`config.mk`:
```
export PLATFORM = sky130hd
export DESIGN_NAME = dme_status_monitor
export DESIGN_NICKNAME = d
export VERILOG_FILES = /design/src/rtl/dme_pkg.sv /design/src/rtl/dme_debounce.sv /design/src/rtl/dme_status_monitor.sv
export SDC_FILE = /design/constraint.sdc
export NUM_CORES = 1
export LEC_CHECK = 0
export CAP_MARGIN = 10
export CORE_ASPECT_RATIO = 0.9
export CORE_UTILIZATION = 43
export DETAILED_ROUTE_END_ITERATION = 6
export PLACE_DENSITY = 0.65
export SLEW_MARGIN = 20
export SYNTH_ARGS = -nofsm -noshare
export SYNTH_HDL_FRONTEND = slang
export SYNTH_SLANG_ARGS = --single-unit
```
`constraint.sdc`:
```
create_clock -name CLK_33M -period 4.7 [get_ports CLK_33M]
set_input_delay 0.705 -clock CLK_33M [delete_from_list [all_inputs] [get_ports CLK_33M]]
set_output_delay 0.705 -clock CLK_33M [all_outputs]
set_load 0.01 [all_outputs]
```
`src/rtl/dme_pkg.sv`:
```
// Shared types and constants for the DME receive-side status monitor.
package dme_pkg;

  localparam int unsigned DME_ID_W     = 4;
  localparam int unsigned DME_STATUS_W = 6;
  localparam int unsigned FLT_W        = 2;
  localparam int unsigned TMO_W        = 16;
  localparam int unsigned DB_CNT_W     = 8;

  typedef enum logic [1:0] {
    ST_IDLE       = 2'd0,
    ST_WAIT_PWRGD = 2'd1,
    ST_RUN        = 2'd2,
    ST_FAULT      = 2'd3
  } dme_state_e;

  localparam logic [FLT_W-1:0] FLT_NONE       = 2'b00;
  localparam logic [FLT_W-1:0] FLT_TIMEOUT    = 2'b01;
  localparam logic [FLT_W-1:0] FLT_PWRGD_LOST = 2'b10;
  localparam logic [FLT_W-1:0] FLT_REMOVED    = 2'b11;

endpackage

```
`src/rtl/dme_debounce.sv`:
```
// Vector debouncer: the stable value follows the synchronized input only after
// DEBOUNCE_CYCLES consecutive identical samples.
module dme_debounce
  import dme_pkg::*;
#(
  parameter int unsigned WIDTH           = 1,
  parameter int unsigned DEBOUNCE_CYCLES = 16
) (
  input  logic             clk,
  input  logic             rst,
  input  logic [WIDTH-1:0] din,
  output logic [WIDTH-1:0] stable
);

  localparam logic [DB_CNT_W-1:0] CNT_MAX = DB_CNT_W'(DEBOUNCE_CYCLES - 1);

  logic [WIDTH-1:0]    cand;
  logic [DB_CNT_W-1:0] cnt;

  // Any difference restarts the run; a full run promotes the candidate.
  always_ff @(posedge clk or posedge rst) begin
    if (rst) begin
      cand   <= '0;
      cnt    <= '0;
      stable <= '0;
    end else if (din != cand) begin
      cand <= din;
      cnt  <= '0;
    end else if (cnt == CNT_MAX) begin
      stable <= cand;
    end else begin
      cnt <= cnt + DB_CNT_W'(1);
    end
  end

endmodule

```
`src/rtl/dme_status_monitor.sv`:
```
// Synchronizes, debounces and sequences the DME daughter-module return signals,
// reporting readiness, status changes and power faults to the register block.
module dme_status_monitor
  import dme_pkg::*;
#(
  parameter int unsigned DEBOUNCE_CYCLES = 16,
  parameter int unsigned PWRGD_TIMEOUT   = 1000
) (
  input  logic                    CLK_33M,
  input  logic                    Reset,
  input  logic                    PWRGD_PS_PWROK_3V3,
  input  logic                    DME_PWRGD,
  input  logic                    DME_Absent,
  input  logic [DME_ID_W-1:0]     DMEID,
  input  logic [DME_STATUS_W-1:0] DMEStatus,
  input  logic                    StatusAck,
  output logic                    DMEPresent,
  output logic                    DMEReady,
  output logic [DME_ID_W-1:0]     DMEIDLatched,
  output logic [DME_STATUS_W-1:0] DMEStatusStable,
  output logic                    StatusChanged,
  output logic                    DMEFault,
  output logic [FLT_W-1:0]        FaultCode
);

  localparam int unsigned SYNC_W = 3 + DME_ID_W + DME_STATUS_W;
  localparam logic [TMO_W-1:0] TMO_MAX = TMO_W'(PWRGD_TIMEOUT - 1);

  logic [SYNC_W-1:0]       sync1, sync2;
  logic                    ps_ok_s, pwrgd_s, absent_s;
  logic [DME_ID_W-1:0]     id_s;
  logic [DME_STATUS_W-1:0] status_s;
  logic                    absent_stable;
  logic [DME_STATUS_W-1:0] status_prev;
  logic [TMO_W-1:0]        tmo_cnt;
  dme_state_e              state, state_nxt;
  logic [FLT_W-1:0]        flt_nxt;

  // Two-flop synchronizer for every asynchronous input.
  always_ff @(posedge CLK_33M or posedge Reset) begin
    if (Reset) begin
      sync1 <= '0;
      sync2 <= '0;
    end else begin
      sync1 <= {PWRGD_PS_PWROK_3V3, DME_PWRGD, DME_Absent, DMEID, DMEStatus};
      sync2 <= sync1;
    end
  end

  assign {ps_ok_s, pwrgd_s, absent_s, id_s, status_s} = sync2;

  dme_debounce #(
    .WIDTH          (1),
    .DEBOUNCE_CYCLES(DEBOUNCE_CYCLES)
  ) u_db_absent (
    .clk   (CLK_33M),
    .rst   (Reset),
    .din   (absent_s),
    .stable(absent_stable)
  );

  dme_debounce #(
    .WIDTH          (DME_STATUS_W),
    .DEBOUNCE_CYCLES(DEBOUNCE_CYCLES)
  ) u_db_status (
    .clk   (CLK_33M),
    .rst   (Reset),
    .din   (status_s),
    .stable(DMEStatusStable)
  );

  // Next state: PS OK loss overrides everything, removal beats PWRGD events.
  always_comb begin
    state_nxt = state;
    flt_nxt   = FLT_NONE;
    if (!ps_ok_s) begin
      state_nxt = ST_IDLE;
    end else begin
      case (state)
        ST_IDLE: begin
          if (DMEPresent) state_nxt = ST_WAIT_PWRGD;
        end
        ST_WAIT_PWRGD: begin
          if (!DMEPresent) begin
            state_nxt = ST_FAULT;
            flt_nxt   = FLT_REMOVED;
          end else if (pwrgd_s) begin
            state_nxt = ST_RUN;
          end else if (tmo_cnt == TMO_MAX) begin
            state_nxt = ST_FAULT;
            flt_nxt   = FLT_TIMEOUT;
          end
        end
        ST_RUN: begin
          if (!DMEPresent) begin
            state_nxt = ST_FAULT;
            flt_nxt   = FLT_REMOVED;
          end else if (!pwrgd_s) begin
            state_nxt = ST_FAULT;
            flt_nxt   = FLT_PWRGD_LOST;
          end
        end
        ST_FAULT: state_nxt = ST_FAULT;
        default:  state_nxt = ST_IDLE;
      endcase
    end
  end

  always_ff @(posedge CLK_33M or posedge Reset) begin
    if (Reset) begin
      state <= ST_IDLE;
    end else begin
      state <= state_nxt;
    end
  end

  // Timeout counter reads 0 on the first WAIT_PWRGD cycle.
  always_ff @(posedge CLK_33M or posedge Reset) begin
    if (Reset) begin
      tmo_cnt <= '0;
    end else if (state != ST_WAIT_PWRGD) begin
      tmo_cnt <= '0;
    end else begin
      tmo_cnt <= tmo_cnt + TMO_W'(1);
    end
  end

  always_ff @(posedge CLK_33M or posedge Reset) begin
    if (Reset) begin
      DMEPresent   <= 1'b0;
      DMEReady     <= 1'b0;
      DMEIDLatched <= '0;
    end else begin
      DMEPresent <= ~absent_stable;
      DMEReady   <= (state_nxt == ST_RUN);
      if (state == ST_WAIT_PWRGD && state_nxt == ST_RUN) DMEIDLatched <= id_s;
    end
  end

  // Fault is captured on entry; an ack inside FAULT is ignored.
  always_ff @(posedge CLK_33M or posedge Reset) begin
    if (Reset) begin
      DMEFault  <= 1'b0;
      FaultCode <= FLT_NONE;
    end else if (state_nxt == ST_FAULT && state != ST_FAULT) begin
      DMEFault  <= 1'b1;
      FaultCode <= flt_nxt;
    end else if (StatusAck && state != ST_FAULT) begin
      DMEFault  <= 1'b0;
      FaultCode <= FLT_NONE;
    end
  end

  // Sticky change flag; a new change wins over a simultaneous ack.
  always_ff @(posedge CLK_33M or posedge Reset) begin
    if (Reset) begin
      status_prev   <= '0;
      StatusChanged <= 1'b0;
    end else begin
      status_prev <= DMEStatusStable;
      if (state == ST_RUN && DMEStatusStable != status_prev) begin
        StatusChanged <= 1'b1;
      end else if (StatusAck) begin
        StatusChanged <= 1'b0;
      end
    end
  end

endmodule
```
[Word level (Yosys, flattened, before mapping)]
Index checks and enable logic that the tools add are counted.
Operators by class
  equality and inequality tests: 15
  bitwise gates (word level): 3
  multiplexer cells: 26
  reduce and logical (&&, ||, !) cells: 9
  add/subtract/negate cells: 3
Operator list (count)
  $mux W8: 4
  $mux W2: 13
  $add A16 B1 Y16 const B: 1
  $add A8 B1 Y8 const B: 2
  $eq A16 B10 Y1 const B: 1
  $eq A8 B4 Y1 const B: 2
  $mux W16: 1
  $ne A6 B6 Y1: 2
  $eq A2 B2 Y1 const B: 4
  $pmux W2 S4: 1
  $mux W1: 6
  $ne A2 B1 Y1 const B: 3
  $logic_and A1 B1 Y1: 4
  $pmux W2 S2: 1
  $reduce_and A2 Y1: 2
  $reduce_bool A2 Y1: 2
  $not A1 Y1: 3
  $eq A2 B1 Y1 const B: 1
  $logic_not A2 Y1: 1
  $ne A2 B2 Y1 const B: 1
  $ne A1 B1 Y1: 1
Word-level totals
  output and inout bits: 16
  bits in registers: 90
  input port bits: 16

[Depth between registers and ports, before layout]
Gate-level depths: netlist of run 1.
  word-level depth: 9
  depth in mapped cells: 8
  gate-level depth less buffers: 8

[By module]
From an unflattened synthesis of run 1, not the netlist that was laid out.
Second synthesis, totals
  cell total of the unflattened synthesis: 307
  area, all modules: 3777.4 µm²
Modules (own cells, without submodules)
  dme_status_monitor: seq. area each 1501.4 µm², area an instance 2408.6 µm², instances 1, cells each 183
  dme_debounce (u_db_status): seq. area each 500.5 µm², area an instance 860.8 µm², instances 1, cells each 72
  dme_debounce (u_db_absent): seq. area each 250.2 µm², area an instance 508.0 µm², instances 1, cells each 52

[Worst setup path before layout of run 1]
OpenSTA, ideal clock, no wires.
  path kind: reg2reg
  start point: reg tmo_cnt[4]
  end point: reg DMEIDLatched[0]
  cell stages (with the launch flop): 7
  slack: 2.413 ns
  library setup time: 0.125 ns
  data required time: 4.575 ns
  arrival: 2.162 ns
  cell sequence: dfrtp_1 > or4_1 > or4_4 > nor2_1 > o21ba_2 > nand3b_4 > mux2_4
Between the ends
  cells in the longest elaborated chain, start to end: 8
RTL lines
  start: declaration: line dme_status_monitor.sv:35  | logic [TMO_W-1:0] tmo_cnt;
  start signal: assignment: line dme_status_monitor.sv:124  | tmo_cnt <= tmo_cnt + TMO_W'(1);
  $eq A16 B10 Y1: line dme_status_monitor.sv:89  | end else if (tmo_cnt == TMO_MAX) begin
  $mux W2: line dme_status_monitor.sv:89
  $mux W2: line dme_status_monitor.sv:87  | end else if (pwrgd_s) begin
  $mux W2: line dme_status_monitor.sv:84  | if (!DMEPresent) begin
  $pmux W2 S4: line dme_status_monitor.sv:79  | case (state)
  $mux W2: line dme_status_monitor.sv:76  | if (!ps_ok_s) begin
  named net state_nxt[0]: line dme_status_monitor.sv:36  | dme_state_e state, state_nxt;
  $eq A2 B2 Y1: line dme_status_monitor.sv:136  | if (state == ST_WAIT_PWRGD && state_nxt == ST_RUN) DMEIDLatched <= id_s;
  $logic_and A1 B1 Y1: line dme_status_monitor.sv:136
  end signal: assignment: line dme_status_monitor.sv:136
  end: declaration: line dme_status_monitor.sv:19  | output logic [DME_ID_W-1:0] DMEIDLatched,
The timed path passes the listed nets, and every way through them passes these cells.
A chain may end at the register's enable or synchronous reset.

[Final worst setup path of run 1]
  start point: reg state[1]
  end point: reg DMEIDLatched[3]
RTL lines
  start: declaration: line dme_status_monitor.sv:36
  start signal: assignment: line dme_status_monitor.sv:113  | state <= state_nxt;
  $eq A2 B2 Y1 (tied with other cells): line dme_status_monitor.sv:79
  $pmux W2 S4 *: line dme_status_monitor.sv:79
  $mux W2 *: line dme_status_monitor.sv:76
  named net state_nxt[0]: line dme_status_monitor.sv:36
  $eq A2 B2 Y1 *: line dme_status_monitor.sv:136
  $logic_and A1 B1 Y1 *: line dme_status_monitor.sv:136
The timed path passes the listed nets; every way through them passes the cells marked *.

==> flow_summary.yaml, run 1 <==
critical_path:
  crit_type: "register to register"
  path_max_fanout: 23
  crit_path_end_kind: "register"
  critPathRequiredTime_ns: 4.95
  startpoint_type: "register"
  cp.arrival_ns: 2.72
place:
  placed_cells: 416
  io_buffers: 31
  dp_hpwl_mm: 4.014
  gp_congestion: 0.8194
synthesis:
  syn_area_sq_um: 3642
  synthCells: 295
  synth-edff-count: 0
  async_reset_ff_share_pct: 100.0
  syn_nets: 319
  avgSynthCellArea_sq_um: 12.35
  seq_area_frac_synth_pct: 61.83
  synth_flop_cell: "dfrtp_1"
  yosysWarnings: 0
  ys_ff_latch: 90
  ys_types: 41
clocking:
  h-tree-depth: 3
  clk_pin_slew_ns: 0.09
  cts-root-buf: "clkbuf_8"
  cts_tree: "done"
  clock_latency_ns: 0.37
  cts_buffers: 9
  cts.sinks: 90
  cts_resized: 0
  post_cts_buffers: 0
  cts-hold-fix-buffers: 0
  cts_buffer_depth: 2
flow_run:
  cap_viol_max_count: 0
sta:
  report.final.slew_viol_count: 0
  worstMarginPinSlew_ns: 0.9630
  fmaxAchievable_mhz: 406.1
  finalHoldViolations: 0
  rsz0062_at_grt: "no"
  max_slew_margin_pct: 35.73
  fin_tns_setup_ns: 0
  timing.final.crit_share_pct: 52.39
  worst_hold_slack_ns: 0.3551
  finalClockSkew_ns: 0.01537
  period_minus_slack_ns: 2.462
  setup_viol: 0
grt:
  grt_max_degree: 58
  antenna_found_initial: 0
  track_usage_pct: 15.50
  gr-total-overflow: 0
  grt_pass1_vias: 2203
  grt_pass1_wl_mm: 10.38
finish:
  nNetsFinal: 352
  final_common_cell: "dfrtp_1"
  area_growth_pct: 16.63
  antenna_cells: 0
  drive_gt1_share_pct: 11.71
  layout_common_cells: "90 x dfrtp_1, 31 x clkdlybuf4s50_1, 22 x nor2_1, 21 x nand2_1, 16 x xnor2_1"
  n_fill_cell: 734
  instances_no_fill: 432
die:
  row_count: 31
  start_util_pct: 44.72
  core_sq_um: 8145
  ioPinCount: 32
  die_h_microns: 89.31
  die_x_microns: 99.01
  fp.dieArea_sq_um: 8843
detailed_routing:
  drc: 0
  wl_per_cell_microns: 13.72
  drt_iter0_markers: 81
  drt_first_pass_iters: 4
  ant_nets: 0
  via_per_inst: 5.032
  dr_total_vias: 2174
  totalWireLength_mm: 5.929
pwr:
  p_leak_nw: 1.929
  power_density_nw_per_um2: 397.7
  ir_drop_uv: 195.7
  power.total_mw: 1.689
outcome:
  outcome: "finished, final reports clean"
hold_path:
  holdCritPathClass: "register to register"
[registers in the layout, summed over array words and instances (netlist names)]
signal              flops
DMEFault                1
DMEIDLatched            4
DMEPresent              1
DMEReady                1
FaultCode               2
StatusChanged           1
state                   2
status_prev             6
sync1                  13
sync2                  13
tmo_cnt                16
u_db_absent.cand        1
u_db_absent.cnt         8
u_db_absent.stable      1
u_db_status.cand        6
u_db_status.cnt         8
u_db_status.stable      6
[per-stage QoR]
step                      instance area (sq um)  util (%)  worst slack, ns
after floorplan                            3642         -            1.660
after global placement                     4048     49.69            2.329
after detailed placement                   4048     49.69            2.229
after CTS                                  4248     52.15            2.227
after global routing                       4248     52.15            2.039
final                                      4248     52.15            2.238
[metal layers]
metal | part of all wire [%] | GRT usage (%) | vias to the layer above
met5 | 0 | 0 | -
met3 | 3.7 | 5.238 | 10
met1 | 48 | 19.84 | 1061
li1 | - | - | 1065
met4 | 1.2 | 5.292 | 0
met2 | 47 | 25.05 | 38
[final cells by class]
class / count / area (sq um) / share of cell area (%)
Clock buffer: 9 / 123.9 / 2.916
Clock inverter: 7 / 76.32 / 1.797
Inverter: 7 / 27.53 / 0.6480
Multi-Input combinational cell: 188 / 1326 / 31.22
Sequential cell: 90 / 2252 / 53.02
Tap cell: 99 / 123.9 / 2.916
Timing Repair Buffer: 32 / 317.8 / 7.482
[logic make-up after synthesis]
| family | synth area share, % |
|---|---|
| AOI/OAI and AO/OA | 4.810 |
| DFF | 61.83 |
| xor gates and xnor gates | 7.454 |
| adders and majority gates | 2.748 |
| and+or+nand+nor | 16.80 |
| buffers and inverters | 1.752 |
| muxes | 4.603 |
[path summary, 6_finish.rpt]
| path | start | endpoint | slack [ns] | cells after the start |
|---|---|---|---|---|
| setup / recovery | state[1] | DMEIDLatched[3] | 2.24 | 7 |
| hold / removal | sync1[8] | sync2[8] | 0.36 | 0 |
| setup reg to reg | state[1] | DMEIDLatched[3] | 2.24 | 7 |
| hold reg to reg | sync1[8] | sync2[8] | 0.36 | 0 |
| max in group asynchronous | Reset | u_db_status.stable[3] | 2.91 | 3 |
| min in group asynchronous | Reset | sync1[7] | 0.85 | 2 |
[worst max-delay path, cell delays in order, from the launching register on]
cell and delay, ns:
dfrtp_1 0.44, inv_1 0.11, ha_1 0.62, or2b_2 0.36, nor2_1 0.15, o21ba_2 0.17, nand3b_4 0.17, mux2_4 0.31
[cells in the mapped netlist, drive strengths merged (5+ instances only)]
library cell	number	share of area [%]
dfrtp	90	62
nor2	22	2.3
nand2	21	2.2
xnor2	16	3.8
xor2	15	3.6
and2	12	2.1
nand3	12	1.6
o21ai	12	1.6
mux2	10	3.5
clkbuf	9	0.93
ha	8	2.7
inv	7	0.72
nand4	6	1.0
or3	6	1.0
nor3	5	0.69
[where the power goes]
group | internal, mW | switching [mW] | leakage [nW]
registers | 0.826 | 0.0352 | 1.16
logic | 0.164 | 0.143 | 0.662
clock network | 0.211 | 0.310 | 0.103
Note: power is estimated with default switching activity, not from simulation.
==> run 2, diff against run 1 <==
clock period = 2.4 ns   (was 4.7 ns; I/O delays follow)
==> run 2 against run 1 <==
Utilization increased by 2.0 points. Clock skew decreased by 0.0024 ns. Via count increased by 4.6%. The flow now finishes with violations (negative setup slack). Total power increased by 110%. Worst setup slack got worse by 2.3 ns. Sequential power increased by 96%.
==> flow_summary.yaml, run 2 (same netlist as run 1, synthesis figures left out) <==
outcome:
  outcome: "finished with violations"
  violations: "negative setup slack"
die:
  die_h_microns: 89.31
  core_sq_um: 8145
  fp.dieArea_sq_um: 8843
  row_count: 31
  die_x_microns: 99.01
  start_util_pct: 44.72
  ioPinCount: 32
place:
  placed_area_sq_um: 4115
  pre_cts_slack_ns: -0.008859
  io_buffers: 31
  dp_hpwl_mm: 4.050
  gp_congestion: 0.8275
detailed_routing:
  drc: 0
  wl_per_cell_microns: 14.06
  ant_nets: 0
  dr_total_vias: 2275
  via_per_inst: 5.124
  drt_first_pass_iters: 4
  drt_iter0_markers: 107
  totalWireLength_mm: 6.242
sta:
  worst_slack_ns: -0.01260
  worstMarginPinSlew_ns: 0.6115
  max_slew_margin_pct: 59.09
  rsz0062_at_grt: "yes"
  finalHoldViolations: 0
  report.final.slew_viol_count: 0
  period_minus_slack_ns: 2.413
  timing.final.crit_share_pct: 100.5
  worst_hold_slack_ns: 0.3490
  setup_viol: 6
  finalClockSkew_ns: 0.01300
  fmaxAchievable_mhz: 414.5
flow_run:
  cap_viol_max_count: 0
grt:
  grt_pass1_vias: 2207
  track_usage_pct: 15.35
  antenna_found_initial: 0
  grt_max_degree: 91
  gr-total-overflow: 0
  grt_pass1_wl_mm: 10.35
pwr:
  power_density_nw_per_um2: 789.2
  p_leak_nw: 2.000
  ir_drop_uv: 458.9
  power.total_mw: 3.479
clocking:
  h-tree-depth: 3
  clock_latency_ns: 0.36
  cts-root-buf: "clkbuf_8"
  clk_pin_slew_ns: 0.10
  cts.sinks: 90
  cts-hold-fix-buffers: 0
  cts_tree: "done"
  cts_buffer_depth: 2
  cts_buffers: 9
critical_path:
  r2r_slack_ns: -0.01
  crit_chain: "or4_4 > or4_4 > nor2_4 > a211oi_4 > nor4b_4 > mux2i_1"
  critPathRequiredTime_ns: 2.68
  critPathMaxStageDelay_ns: 0.61
  crit_top_cell: "or4_4"
  startpoint_type: "register"
  cp.arrival_ns: 2.69
  crit_path_end_kind: "register"
  timing.critical_path.buf_inv: 0
  crit_type: "register to register"
  crit_path_top_delay_cell: "or4_4"
  path_max_fanout: 3
  critPathTopFamily: "simple AND/OR/NAND/NOR gates"
finish:
  final_area_sq_um: 4408
  layout_common_cells: "90 x dfrtp_1, 31 x clkdlybuf4s50_1, 21 x nor2_1, 21 x nand2_1, 16 x xnor2_1"
  drive_gt1_share_pct: 15.65
  antenna_cells: 0
  largest_reg_flops: 16
  area_growth_pct: 21.02
  reg_top3: "tmo_cnt x16, sync1 x13, sync2 x13"
  final_common_cell: "dfrtp_1"
  top_register: "tmo_cnt"
  nNetsFinal: 364
hold_path:
  holdCritPathClass: "register to register"
-- run 2: stage by stage --
| stage | cells | TNS [ns] | util (%) |
|---|---|---|---|
| 2_1_floorplan | 295 | 0 | - |
| 3_5_place_dp | 423 | -0.02936 | 50.52 |
| 4_1_cts | 440 | 0 | 53.30 |
| 3_3_place_gp | 423 | 0 | 50.52 |
| 6_report | 444 | -0.04655 | 54.12 |
| 5_1_grt | 444 | -0.3830 | 54.12 |
-- run 2: where the power goes --
part	total, mW	switching (mW)	internal [mW]
Sequential	1.69	0.0719	1.62
Combinational	0.685	0.307	0.378
Clock	1.10	0.594	0.510
Total	3.48	0.973	2.51
-- run 2: per-layer routing --
metal	part of all wire [%]	global-route usage, %	vias to the layer above
met5	0	0	-
met2	47	24.09	48
met4	2.0	6.649	0
met3	3.4	4.300	12
met1	48	20.27	1125
li1	-	-	1090
-- run 2: repair_timing --
item,4_1_cts,5_1_grt
pin swaps,1,2
endpoints found under the setup margin,6,6
resized for setup,1,6
setup buffers,1,4
endpoints found under the hold margin,0,0
-- run 2: final timing paths --
path,start,end,depth (start not counted)
min,sync1[8],sync2[8],0
max in group asynchronous,Reset,sync2[12],3
min reg2reg,sync1[8],sync2[8],0
max reg2reg,tmo_cnt[12],FaultCode[1],6
min in group asynchronous,Reset,u_db_status.cnt[7],3
max,tmo_cnt[12],FaultCode[1],6
-- run 2: layout make-up --
| type | count | area [sq um] |
|---|---|---|
| timing repair buffer | 44 | 420.4 |
| inverter | 7 | 30.03 |
| clock buffer | 9 | 123.9 |
| tap | 99 | 123.9 |
| clock inverter | 7 | 92.59 |
| sequential | 90 | 2252 |
| multi-input combinational | 188 | 1365 |
| fill | 688 | 3737 |
